[src/rtl/serial_logic_unit_if.sv]
// Handshake and operand/result bundle for the bit-serial logic unit.
// The master drives requests; the slave returns status and the result.
interface serial_logic_unit_if #(
    parameter int WIDTH = 8
);
    localparam int CW = $clog2(WIDTH + 1);

    logic             start;
    logic [3:0]       func;
    logic [WIDTH-1:0] a;
    logic [WIDTH-1:0] b;
    logic             busy;
    logic             done;
    logic [WIDTH-1:0] s;
    logic [CW-1:0]    ones;

    modport master (
        output start, func, a, b,
        input  busy, done, s, ones
    );

    modport slave (
        input  start, func, a, b,
        output busy, done, s, ones
    );
endinterface

[src/rtl/serial_logic_unit.sv]
// Bit-serial two-input logic unit: applies a 4-bit truth table to two
// WIDTH-bit operands one bit per clock, with a population count of the result.
module serial_logic_unit #(
    parameter int WIDTH = 8
) (
    input logic               clk,
    input logic               reset,
    serial_logic_unit_if.slave bus
);
    localparam int CW = $clog2(WIDTH + 1);
    localparam logic [CW-1:0] LAST = CW'(WIDTH - 1);

    typedef enum logic {
        IDLE,
        RUN
    } state_t;

    state_t           r_state;
    state_t           w_state_nx;
    logic             w_last;
    logic             w_r;
    logic [CW-1:0]    r_cnt;
    logic [WIDTH-1:0] r_a;
    logic [WIDTH-1:0] r_b;
    logic [3:0]       r_func;
    logic [WIDTH-1:0] r_res;
    logic [CW-1:0]    r_acc;
    logic [WIDTH-1:0] r_s;
    logic [CW-1:0]    r_ones;
    logic             r_done;
    logic [WIDTH:0]   w_cat;
    logic [WIDTH-1:0] w_res_nx;
    logic [CW-1:0]    w_acc_nx;

    assign w_r      = r_func[{r_a[0], r_b[0]}];
    // New bit enters at the MSB; after WIDTH shifts bit i lines up with operand bit i.
    assign w_cat    = {w_r, r_res};
    assign w_res_nx = w_cat[WIDTH:1];
    assign w_acc_nx = r_acc + CW'(w_r);

    always_comb begin
        w_state_nx = r_state;
        w_last     = 1'b0;
        unique case (r_state)
            IDLE: begin
                if (bus.start) begin
                    w_state_nx = RUN;
                end
            end
            RUN: begin
                if (r_cnt == LAST) begin
                    w_state_nx = IDLE;
                    w_last     = 1'b1;
                end
            end
            default: w_state_nx = IDLE;
        endcase
    end

    always_ff @(posedge clk) begin
        if (reset) begin
            r_state <= IDLE;
            r_cnt   <= '0;
            r_a     <= '0;
            r_b     <= '0;
            r_func  <= '0;
            r_res   <= '0;
            r_acc   <= '0;
            r_s     <= '0;
            r_ones  <= '0;
            r_done  <= 1'b0;
        end else begin
            r_state <= w_state_nx;
            r_done  <= w_last;
            if (r_state == IDLE) begin
                if (bus.start) begin
                    r_a    <= bus.a;
                    r_b    <= bus.b;
                    r_func <= bus.func;
                    r_res  <= '0;
                    r_acc  <= '0;
                    r_cnt  <= '0;
                end
            end else begin
                r_a   <= r_a >> 1;
                r_b   <= r_b >> 1;
                r_res <= w_res_nx;
                r_acc <= w_acc_nx;
                r_cnt <= r_cnt + 1'b1;
                if (w_last) begin
                    r_s    <= w_res_nx;
                    r_ones <= w_acc_nx;
                end
            end
        end
    end

    assign bus.busy = (r_state == RUN);
    assign bus.done = r_done;
    assign bus.s    = r_s;
    assign bus.ones = r_ones;
endmodule
[src/flat_wrapper.sv]
// flat-port wrapper written by rule: the top's interface ports become plain ports
module serial_logic_unit_flat 
#(
    parameter int WIDTH = 8
)
  (clk, reset, bus_start, bus_func, bus_a, bus_b, bus_busy, bus_done, bus_s, bus_ones);
  serial_logic_unit_if #(.WIDTH(WIDTH)) bus_i ();
  input logic clk;
  input logic reset;
  input wire logic [$bits(bus_i.start)-1:0] bus_start;
  input wire logic [$bits(bus_i.func)-1:0] bus_func;
  input wire logic [$bits(bus_i.a)-1:0] bus_a;
  input wire logic [$bits(bus_i.b)-1:0] bus_b;
  output wire logic [$bits(bus_i.busy)-1:0] bus_busy;
  output wire logic [$bits(bus_i.done)-1:0] bus_done;
  output wire logic [$bits(bus_i.s)-1:0] bus_s;
  output wire logic [$bits(bus_i.ones)-1:0] bus_ones;
  assign bus_i.start = bus_start;
  assign bus_i.func = bus_func;
  assign bus_i.a = bus_a;
  assign bus_i.b = bus_b;
  assign bus_busy = bus_i.busy;
  assign bus_done = bus_i.done;
  assign bus_s = bus_i.s;
  assign bus_ones = bus_i.ones;
  serial_logic_unit #(.WIDTH(WIDTH)) u_core (.clk(clk), .reset(reset), .bus(bus_i));
endmodule
[config.mk]
export PLATFORM = sky130hd
export DESIGN_NAME = serial_logic_unit_flat
export DESIGN_NICKNAME = d
export VERILOG_FILES = /design/src/rtl/serial_logic_unit_if.sv /design/src/rtl/serial_logic_unit.sv /design/src/flat_wrapper.sv
export SDC_FILE = /design/constraint.sdc
export NUM_CORES = 1
export LEC_CHECK = 0
export CORE_ASPECT_RATIO = 0.8
export CORE_MARGIN = 2
export CORE_UTILIZATION = 45
export CTS_CLUSTER_DIAMETER = 120
export DETAILED_ROUTE_END_ITERATION = 10
export PLACE_DENSITY_LB_ADDON = 0.12
export SETUP_SLACK_MARGIN = 0.4
export SKIP_LAST_GASP = 1
export SLEW_MARGIN = 20
export SYNTH_ARGS = -nofsm -noshare
export SYNTH_HDL_FRONTEND = slang
export SYNTH_SLANG_ARGS = --single-unit
[constraint.sdc]
create_clock -name clk -period 1.7 [get_ports clk]
set_input_delay 0.17 -clock clk [delete_from_list [all_inputs] [get_ports clk]]
set_output_delay 0.17 -clock clk [all_outputs]
set_load 0.02 [all_outputs]
Yosys cells after proc, flatten, opt, wreduce, memory -nomap -nowiden. Cells that the tools add are included.

$add $sub $neg: 2. $lt $le $gt $ge: 1. Equality and inequality tests: 1. Muxes and demuxes: 16. Bitwise operators: 1. Reduce and logical (&&, ||, !) cells: 4.

Operator list (number): $mux W7 (4); $mux W8 (2); $mux W4 (3); $mux W1 (5); $add A4 B1 Y4 (1); $add A4 B1 Y4 const B (1); $eq A4 B3 Y1 const B (1); $reduce_and A2 Y1 (2); $lt A2 B3 Y1 const B (1); $bmux W1 S2 (1); $pmux W1 S2 (1); $reduce_bool A2 Y1 (1); $reduce_or A2 Y1 (1); $not A1 Y1 (1).

Flip-flop bits (word level): 50. Input bits: 23. Output and inout port bits: 14. Word-level logic and storage cells: 37.

Logic depth before layout (Yosys ltp). Gate-level depths: netlist (run 1).

Depth after elaboration: 4. Depth in mapped cells: 6. Mapped depth without buffers: 6.

Least setup slack after synthesis (run 1). OpenSTA, ideal clock, no wires.

Path type: register -> register. Start point: reg u_core.r_b[0]. End point: reg u_core.r_ones[2], in the netlist u_core.bus.ones[2]. Setup time: 0.117 ns. Arrival time: 1.578 ns. Data required time: 1.583 ns. Slack: 0.005 ns. Cell stages (with the launch flop): 6. Path buffers: 0. Period minus slack after synthesis: 1.695 ns. Cell sequence: dfxtp_1 mux4_2 ha_1 ha_1 xor2_1 a22o_1.

Longest elaborated chain between the ends: 3.

RTL lines: start: declaration (line serial_logic_unit.sv:24) `logic [WIDTH-1:0] r_b;`; start signal: assignment (line serial_logic_unit.sv:78) `r_b <= bus.b;`; start signal: assignment (line serial_logic_unit.sv:86) `r_b <= r_b >> 1;`; $bmux W1 S2 (line serial_logic_unit.sv:35) `assign w_r = r_func[{r_a[0], r_b[0]}];`; $mux W1 (implied by the code) (line serial_logic_unit.sv:35); net u_core.w_r (line serial_logic_unit.sv:21) `logic w_r;`; $add A4 B1 Y4 (line serial_logic_unit.sv:39) `assign w_acc_nx = r_acc + CW'(w_r);`; end signal: assignment (line serial_logic_unit.sv:92) `r_ones <= w_acc_nx;`; end: declaration (line serial_logic_unit.sv:29) `logic [CW-1:0] r_ones;`.

The timed path passes the listed nets, and every way through them passes these cells. The select of a mux whose other input is x is not followed. A chain may end at the register's enable or synchronous reset.

Worst setup path in the final report (run 1). Ends and elaborated chain as after synthesis.

==> impl_metrics.tcl, run 1 <==
set metrics [dict create \
    numCtsBuffers 5 \
    buffer_ports.inserted 36 \
    synth_top_family_by_area "multiplexers" \
    layout_commonest_cell "sky130_fd_sc_hd__dfxtp_1" \
    post_synth_num_cell_types 28 \
    avgRoutedWirePerCell_um 14.6 \
    yosys_warnings 0 \
    die_h_um 63.6 \
    cts.root.buffer_cell "sky130_fd_sc_hd__clkbuf_8" \
    muxShareOfSynthArea_pct 19.5 \
    fin_worst_skew_ns 0.00857 \
    core_region_area_um2 4230 \
    total_power_density_per_cell_area_nw_per_um2 830 \
    critical_path.endpoint_type "flip-flop" \
    crit_fanout 3 \
    layout.core_utilization_pct 61.5 \
    final_slew_viol_count 0 \
    critical_path_required_ns 1.90 \
    synth.area.top_cells "sky130_fd_sc_hd__dfxtp_1 (49%), sky130_fd_sc_hd__mux2i_1 (11%), sky130_fd_sc_hd__mux2_2 (7.9%), sky130_fd_sc_hd__nor2_1 (5.8%), sky130_fd_sc_hd__a22o_1 (5.3%)" \
    stdcell_count 291 \
    detail_route.first_pass.iterations 4 \
    worst_path_max_delay_cell "sky130_fd_sc_hd__mux4_2" \
    grt_first_pass_wirelength_um 7290 \
    initial_core_util_pct 47.2 \
    grt_use_met3_pct 4.30 \
    p_int_mw 1.62 \
    power.share.combinational_pct 11.7 \
    max_cap_violations 0 \
    crit_type "reg2reg" \
    min_path_type "in2reg" \
    post_synth_fa_ha_maj_area_fraction_pct 1.88 \
    synthesis.instances 191 \
    clockBufferDepth 2 \
    grt_use_met2_pct 29.7 \
    setup_repair_after_global_routing_missed_its_margin "true" \
    worstSetupStartpointType "flip-flop" \
    part_of_the_yosys_area_used_for_sequential_elements_pct 49.1 \
    synthesis.nets 217 \
    nNetsFinal 259 \
    synth-seq-cells 49 \
    crit_arrival_ns 1.87 \
    core.rowCount 21 \
    first_global_vias 1523 \
    detailedRoute.firstIterationViolations 58 \
    synth_simple_gate_area_share_pct 13.5 \
    max-slew-margin-rel_pct 77.4 \
    p_total_mw 2.16 \
    critical-path-top-cell-by-count "sky130_fd_sc_hd__ha_4" \
    outcome "finished, final reports clean" \
    final_area_um2 2600 \
    power.static_leakage_nw 1.08 \
    routabilityCongestion 0.750 \
    diodes 0 \
    dieWidth_um 78.5 \
    commonest_cells_after_routing_fill_and_taps_aside "sky130_fd_sc_hd__dfxtp_1 (45), sky130_fd_sc_hd__nor2_1 (29), sky130_fd_sc_hd__mux2i_1 (21), sky130_fd_sc_hd__clkdlybuf4s50_1 (21), sky130_fd_sc_hd__mux2_2 (14)" \
    fin_crit_sh_pct 97.7 \
    final.min_clock_period_ns 1.66 \
    synth_xor_xnor_area_share_pct 0.877 \
    path_clk_slew_ns 0.10 \
    design.die.area_um2 4990 \
    tritoncts_clock_tree "built" \
    critical_path.max_stage_delay_ns 0.56 \
    dp_hpwl_um 2930 \
    power_switching_share_pct 24.8 \
    worst_pin_slew_ns 0.335 \
    synth_top_area_cell "sky130_fd_sc_hd__dfxtp_1" \
    tns_ns 0 \
    total_routed_length_um 4250 \
    timing.fmax_mhz 602 \
    area_added_between_synthesis_and_finish_pct 30.1 \
    crit_chain "mux4_2, ha_4, ha_4, xor2_1, a22o_1" \
    post_route_cells_drive_above_1_share_pct 22.2 \
    drc 0 \
    vias_per_cell 5.21 \
    dr_total_vias 1517 \
    placed_cells 278 \
    power.sequential.fraction_pct 56.1 \
    grt_antenna_before_repair 0 \
    design.portCount 37 \
    grtUsageMet1_pct 24.7 \
    postSynthAreaPerCell_um2 10.5 \
    synth.cell_area_um2 2000 \
    drt.antenna.violating_nets 0 \
    hold_violations 0 \
    cts_max_level 2 \
    clock_power_share_pct 32.1 \
    grt-busiest-layer "met2" \
    grt_start_max_net_pins 29 \
    gr-usage-all-layers_pct 18.5 \
    clock_sinks 49 \
    clock_insertion_delay_worst_skew_ns 0.30 \
    synth_top_cell_area_share_pct 49.1 \
    timing.final.setup_violations 0 \
    dpl_cell_area_um2 2450 \
    switching_power_uw 535 \
    worst_ir_drop_vdd_mv 0.598 \
    globalRoute.totalOverflow 0 \
    synth_compound_gate_area_share_pct 10.5 \
]
cell type report:
cell class | count | area (um^2)
Tap cell | 57 | 71.3
Timing Repair Buffer | 49 | 445
Multi-Input combinational cell | 126 | 993
Clock buffer | 5 | 68.8
Clock inverter | 3 | 25.0
Fill cell | 358 | 1630
Inverter | 2 | 7.51
Sequential cell | 49 | 988
critical path: cells and delay by family, from the launching register on:
family	cells	cell delay, ns
AOI/OAI and AO/OA	1	0.17
xor gates and xnor gates	1	0.13
adders and majority gates	2	0.36
DFF	1	0.34
muxes	1	0.56
timing repair:
action                                  4_1_cts  5_1_grt
endpoints found under the setup margin       31       35
gates cloned                                  1        1
resized for setup                            20        8
buffers inserted                              2        1
hold buffers                                  0        0
pin swaps                                     2        6
registers in the layout (all words and copies together), names as in the netlist:
register         cells
u_core.bus.s         8
u_core.r_a           8
u_core.r_b           8
u_core.r_res         7
u_core.bus.ones      4
u_core.r_acc         4
u_core.r_cnt         4
u_core.r_func        4
u_core.bus.busy      1
u_core.bus.done      1
power by group through the flow:
stage | Combinational, mW | Sequential [mW] | Clock [mW]
after floorplan | 0.161 | 1.23 | 0
after global placement | 0.232 | 1.23 | 0
after detailed placement | 0.242 | 1.24 | 0
after CTS | 0.251 | 1.21 | 0.717
after global routing | 0.276 | 1.22 | 0.780
final | 0.253 | 1.21 | 0.693
final timing paths:
| kind | endpoint | depth (start not counted) | slack [ns] | start |
|---|---|---|---|---|
| setup reg to reg | u_core.bus.ones[2] | 5 | 0.04 | u_core.r_b[0] |
| hold reg to reg | u_core.bus.s[3] | 1 | 0.48 | u_core.bus.s[3] |
| setup / recovery | u_core.bus.ones[2] | 5 | 0.04 | u_core.r_b[0] |
| hold / removal | u_core.r_b[0] | 4 | 0.44 | bus_start |
stage by stage:
| step | setup slack (ns) | hold WS, ns |
|---|---|---|
| 2_1_floorplan | 0.0931 | 0.317 |
| 3_3_place_gp | 0.0661 | 0.442 |
| 3_5_place_dp | 0.0387 | 0.466 |
| 4_1_cts | 0.0403 | 0.487 |
| 5_1_grt | -0.00736 | 0.490 |
| 6_report | 0.0384 | 0.443 |
synth_stat cells:
library cell	instances
sky130_fd_sc_hd__ha_1	3
sky130_fd_sc_hd__a21oi_1	14
sky130_fd_sc_hd__a31o_2	1
sky130_fd_sc_hd__clkbuf_1	1
sky130_fd_sc_hd__mux4_2	1
sky130_fd_sc_hd__nand4b_1	1
sky130_fd_sc_hd__a41oi_1	1
sky130_fd_sc_hd__inv_1	2
sky130_fd_sc_hd__nand3b_1	1
sky130_fd_sc_hd__and2_4	1
sky130_fd_sc_hd__xnor2_1	1
sky130_fd_sc_hd__nor2_1	31
sky130_fd_sc_hd__nor3b_1	10
sky130_fd_sc_hd__a22o_1	12
sky130_fd_sc_hd__o21ai_0	2
sky130_fd_sc_hd__dfxtp_1	49
sky130_fd_sc_hd__nor4b_1	1
sky130_fd_sc_hd__buf_1	4
sky130_fd_sc_hd__mux2_2	14
sky130_fd_sc_hd__buf_2	5
sky130_fd_sc_hd__xor2_1	1
sky130_fd_sc_hd__mux2i_1	21
sky130_fd_sc_hd__buf_4	4
sky130_fd_sc_hd__nor3_1	3
sky130_fd_sc_hd__buf_6	1
sky130_fd_sc_hd__nand3_1	2
sky130_fd_sc_hd__a211oi_1	1
sky130_fd_sc_hd__nor2b_1	3
logic make-up after synthesis:
group	Yosys count
DFF	49
AOI/OAI and AO/OA	31
muxes	36
and+or+nand+nor	53
xor gates and xnor gates	2
buffers and inverters	17
adders and majority gates	3
per-layer routing:
layer / vias to the layer above / routed length, um
met5: - / 0
met4: 0 / 18
met3: 2 / 152
met2: 24 / 2050
met1: 737 / 2020
li1: 754 / -
Note: power is estimated with default switching activity, not from simulation.
==> run 2, diff against run 1 <==
DONT_BUFFER_PORTS = 1   (was unset)
SETUP_SLACK_MARGIN = 0.02   (was 0.4)
==> impl_metrics.tcl, run 2 (synthesis results as in run 1) <==
set metrics [dict create \
    outcome "finished, final reports clean" \
    globalRoute.totalOverflow 0 \
    clock_insertion_delay_worst_skew_ns 0.30 \
    hold_violations 0 \
    tritoncts_clock_tree "built" \
    final_slew_viol_count 0 \
    power_switching_share_pct 23.9 \
    detail_route.first_pass.iterations 4 \
    total_routed_length_um 3670 \
    crit_fanout 3 \
    initial_core_util_pct 47.2 \
    min_path_type "in2reg" \
    diodes 0 \
    fin_worst_skew_ns 0.00805 \
    nNetsFinal 216 \
    layout_commonest_cell "sky130_fd_sc_hd__dfxtp_1" \
    worstSetupStartpointType "flip-flop" \
    commonest_cells_after_routing_fill_and_taps_aside "sky130_fd_sc_hd__dfxtp_1 (47), sky130_fd_sc_hd__nor2_1 (31), sky130_fd_sc_hd__mux2i_1 (21), sky130_fd_sc_hd__mux2_2 (14), sky130_fd_sc_hd__a21oi_1 (14)" \
    worst_pin_slew_ns 0.427 \
    max-slew-margin-rel_pct 71.4 \
    drt.antenna.violating_nets 0 \
    first_global_vias 1342 \
    timing.fmax_mhz 606 \
    clock_power_share_pct 32.5 \
    critical_path.max_stage_delay_ns 0.55 \
    core.rowCount 21 \
    power.share.combinational_pct 8.4 \
    switching_power_uw 488 \
    routabilityCongestion 0.716 \
    grt_first_pass_wirelength_um 6400 \
    numCtsBuffers 5 \
    worst_path_max_delay_cell "sky130_fd_sc_hd__mux4_2" \
    cts.root.buffer_cell "sky130_fd_sc_hd__clkbuf_8" \
    cts_setup_buffers 0 \
    max_cap_violations 0 \
    clockBufferDepth 2 \
    design.die.area_um2 4990 \
    path_clk_slew_ns 0.09 \
    fin_crit_sh_pct 97.0 \
    gr-usage-all-layers_pct 16.3 \
    total_power_density_per_cell_area_nw_per_um2 946 \
    dr_total_vias 1333 \
    worst_ir_drop_vdd_mv 0.643 \
    critical-path-top-cell-by-count "sky130_fd_sc_hd__ha_4" \
    dieWidth_um 78.5 \
    post_route_cells_drive_above_1_share_pct 18.8 \
    crit_type "reg2reg" \
    worstPathBufferInverterCount 0 \
    crit_arrival_ns 1.85 \
    final.min_clock_period_ns 1.65 \
    crit_chain "mux4_2, ha_4, ha_4, xor2_1, a22o_1" \
    buffer_ports.inserted 0 \
    cpLargestDelayFamily "multiplexers" \
    design.portCount 37 \
    timing.final.setup_violations 0 \
    core_region_area_um2 4230 \
    cts_max_level 2 \
    power.sequential.fraction_pct 59.1 \
    clock_sinks 49 \
    area_added_between_synthesis_and_finish_pct 8.27 \
    drc 0 \
    p_int_mw 1.56 \
    dp_hpwl_um 2510 \
    tns_ns 0 \
    vias_per_cell 5.38 \
    die_h_um 63.6 \
    critical_path_required_ns 1.90 \
    critical_path.endpoint_type "flip-flop" \
    grt_antenna_before_repair 0 \
    power.static_leakage_nw 0.834 \
    grt_start_max_net_pins 35 \
    setup_repair_after_global_routing_missed_its_margin "true" \
    fin_hold_ws_ns 0.0283 \
    avgRoutedWirePerCell_um 14.8 \
    detailedRoute.firstIterationViolations 63 \
]
[run 2: layout make-up]
| class | count | area (um^2) |
|---|---|---|
| fillers | 394 | 2070 |
| flip-flops and latches | 49 | 983 |
| multi-input cells | 125 | 950 |
| well taps | 57 | 71.3 |
| clock buffers | 5 | 68.8 |
| repair buffers | 7 | 65.1 |
| clock inverters | 3 | 17.5 |
| inverters | 2 | 7.51 |
[run 2: layer usage]
layer | wire length, um | share of wire, % | vias up | track usage (%)
li1 | - | - | 667 | -
met2 | 1690 | 46 | 28 | 26.2
met1 | 1730 | 47 | 633 | 20.1
met4 | 51 | 1.4 | 0 | 5.92
met5 | 0 | 0 | - | 0
met3 | 205 | 5.6 | 5 | 5.73
[run 2: worst register-to-register path, stage by stage (launching register included)]
cell and delay [ns]:
sky130_fd_sc_hd__dfxtp_2 0.34, sky130_fd_sc_hd__mux4_2 0.55, sky130_fd_sc_hd__ha_4 0.20, sky130_fd_sc_hd__ha_4 0.16, sky130_fd_sc_hd__xor2_1 0.14, sky130_fd_sc_hd__a22o_1 0.17
[run 2: stage by stage]
step           total power [mW]  setup WS (ns)  utilization (%)  cell area (um^2)  std cells
2_1_floorplan              1.38         0.0362                -              2000        191
6_report                   2.05         0.0508             51.1              2160        248
5_1_grt                    2.15        -0.0173             51.1              2160        248
4_1_cts                    2.08         0.0326             51.1              2160        248
3_3_place_gp               1.38       -0.00204             48.1              2030        239
3_5_place_dp               1.39        -0.0501             48.1              2030        239
[run 2: what timing repair did]
action	4_1_cts	5_1_grt
resized for setup	4	0
hold buffers	1	0
endpoints found under the hold margin	34	0
gates cloned	0	0
setup endpoints to repair	3	2
pin swaps	2	1
[run 2: path summary, 6_finish.rpt]
check	startpoint	end	slack, ns	depth (start not counted)
max	u_core.r_b[0]	u_core.bus.ones[2]	0.05	5
min reg2reg	u_core.r_res[1]	u_core.bus.s[0]	0.48	1
max reg2reg	u_core.r_b[0]	u_core.bus.ones[2]	0.05	5
min	bus_func[1]	u_core.r_func[1]	0.03	2
[run 2: power by group through the flow]
stage	Combinational (mW)	Clock, mW	Sequential (mW)
2_1_floorplan	0.157	0	1.23
3_3_place_gp	0.148	0	1.23
3_5_place_dp	0.153	0	1.24
4_1_cts	0.175	0.695	1.21
5_1_grt	0.193	0.742	1.21
6_report	0.172	0.665	1.21
==> run 3, diff against run 2 <==
RECOVER_POWER = 25   (was unset)
==> impl_metrics.tcl, run 3 (synthesis results as in run 1) <==
set metrics [dict create \
    drc 0 \
    fin_crit_sh_pct 97.0 \
    outcome "finished, final reports clean" \
    cts_setup_buffers 0 \
    hold-path-cell-count 2 \
    dpl_cell_area_um2 2030 \
    clock_sinks 49 \
    routabilityCongestion 0.716 \
    globalRoute.totalOverflow 0 \
    final.min_clock_period_ns 1.65 \
    finalWorstSetupSlack_ns 0.0505 \
    commonest_cells_after_routing_fill_and_taps_aside "sky130_fd_sc_hd__dfxtp_1 (47), sky130_fd_sc_hd__nor2_1 (31), sky130_fd_sc_hd__mux2i_1 (21), sky130_fd_sc_hd__mux2_2 (14), sky130_fd_sc_hd__a21oi_1 (14)" \
    initial_core_util_pct 47.2 \
    fin_hold_ws_ns 0.0280 \
    core_region_area_um2 4230 \
    detailedRoute.firstIterationViolations 73 \
    final_slew_viol_count 0 \
    diodes 0 \
    tritoncts_clock_tree "built" \
    grt_antenna_before_repair 0 \
    setup_repair_after_global_routing_missed_its_margin "true" \
    worstHoldEndpoint "u_core.r_func[1]" \
    layout_commonest_cell "sky130_fd_sc_hd__dfxtp_1" \
    r2r-start "u_core.r_b[0]" \
    area_added_between_synthesis_and_finish_pct 8.08 \
    post_route_cells_drive_above_1_share_pct 18.3 \
    critical_path_required_ns 1.90 \
    timing.final.setup_violations 0 \
    clockBufferDepth 2 \
    timing.fmax_mhz 606 \
    worst_ir_drop_vdd_mv 0.643 \
    vias_per_cell 5.36 \
    dp_hpwl_um 2510 \
    design.portCount 37 \
    cts_max_level 2 \
    p_total_mw 2.05 \
    crit_fanout 3 \
    cts.root.buffer_cell "sky130_fd_sc_hd__clkbuf_8" \
    numCtsBuffers 5 \
    nNetsFinal 216 \
    critical_path.endpoint_type "flip-flop" \
    min_path_type "in2reg" \
    crit_type "reg2reg" \
    dieWidth_um 78.5 \
    reg2reg_path_depth 5 \
    max_cap_violations 0 \
    grt_start_max_net_pins 35 \
    grt_first_pass_wirelength_um 6400 \
    highest_signal_layer "met4" \
    regToRegSetupSlack_ns 0.05 \
    final_area_um2 2160 \
    hold_start "bus_func[1]" \
    dpl_worst_slack_ns -0.0501 \
    wl_met1_um 1710 \
    avgRoutedWirePerCell_um 14.9 \
    buffer_ports.inserted 0 \
    gr-usage-all-layers_pct 16.3 \
    worst_pin_slew_ns 0.835 \
    clock_insertion_delay_worst_skew_ns 0.30 \
    total_power_density_per_cell_area_nw_per_um2 947 \
    dr_total_vias 1329 \
    fin_worst_skew_ns 0.00812 \
    detail_route.first_pass.iterations 4 \
    drt.antenna.violating_nets 0 \
    hold_violations 0 \
    die_h_um 63.6 \
    worstSetupStartpointType "flip-flop" \
    path_clk_slew_ns 0.09 \
    design.die.area_um2 4990 \
    num-fill-cells 396 \
    total_routed_length_um 3690 \
    power.static_leakage_nw 0.830 \
    rr_endpoint "u_core.bus.ones[2]" \
    max-slew-margin-rel_pct 44.4 \
    met3_routed_wirelength_um 215 \
    core.rowCount 21 \
    detailed_routed_wire_length_on_met2_um 1720 \
    crit_arrival_ns 1.85 \
    first_global_vias 1342 \
]
==> run 3: layer usage <==
layer,global-route usage (%),up-vias
li1,-,666
met3,5.73,5
met5,0,-
met1,20.1,628
met4,5.92,0
met2,26.2,30
==> run 3: timing repair <==
| item | CTS | global route |
|---|---|---|
| hold endpoints to repair | 34 | 0 |
| pin swaps | 2 | 1 |
| resized for setup | 4 | 0 |
| hold buffers | 1 | 0 |
| setup endpoints to repair | 3 | 2 |
==> run 3: final cells by class <==
type	count	area [um^2]	share of cell area [%]
multi-input cells	125	950	44.0
clock inverters	3	17.5	0.811
inverters	2	7.51	0.348
flip-flops and latches	49	983	45.5
clock buffers	5	68.8	3.19
well taps	57	71.3	3.30
repair buffers	7	61.3	2.84
==> run 3: power breakdown <==
part           leakage [nW]  switching [mW]  internal, mW
Clock                0.0439           0.381         0.284
Sequential            0.399          0.0247          1.18
Combinational         0.387          0.0828        0.0887
Total                 0.830           0.489          1.56
==> run 3: worst max-delay path: stages, from the launching register on <==
cell,delay (ns)
sky130_fd_sc_hd__dfxtp_2,0.34
sky130_fd_sc_hd__mux4_2,0.55
sky130_fd_sc_hd__ha_4,0.19
sky130_fd_sc_hd__ha_4,0.16
sky130_fd_sc_hd__xor2_1,0.14
sky130_fd_sc_hd__a22o_1,0.17
==> run 3: metrics by stage <==
| step | instances | utilization (%) | TNS [ns] |
|---|---|---|---|
| 2_1_floorplan | 191 | - | 0 |
| 3_3_place_gp | 239 | 48.1 | -0.00204 |
| 3_5_place_dp | 239 | 48.1 | -0.0516 |
| 4_1_cts | 248 | 51.1 | 0 |
| 5_1_grt | 248 | 51.1 | -0.0409 |
| 6_report | 248 | 51.1 | 0 |
==> run 3: worst max path at each step <==
stage	from	endpoint	slack [ns]	cells after the start
2_1_floorplan	u_core.r_b[0]	u_core.bus.ones[2]	0.04	5
3_3_place_gp	u_core.r_b[0]	u_core.bus.ones[2]	-0.002	5
3_5_place_dp	u_core.r_b[0]	u_core.bus.ones[2]	-0.05	5
4_1_cts	u_core.r_b[0]	u_core.bus.ones[2]	0.03	5
5_1_grt	u_core.r_b[0]	u_core.bus.ones[2]	-0.02	5
6_report	u_core.r_b[0]	u_core.bus.ones[2]	0.05	5
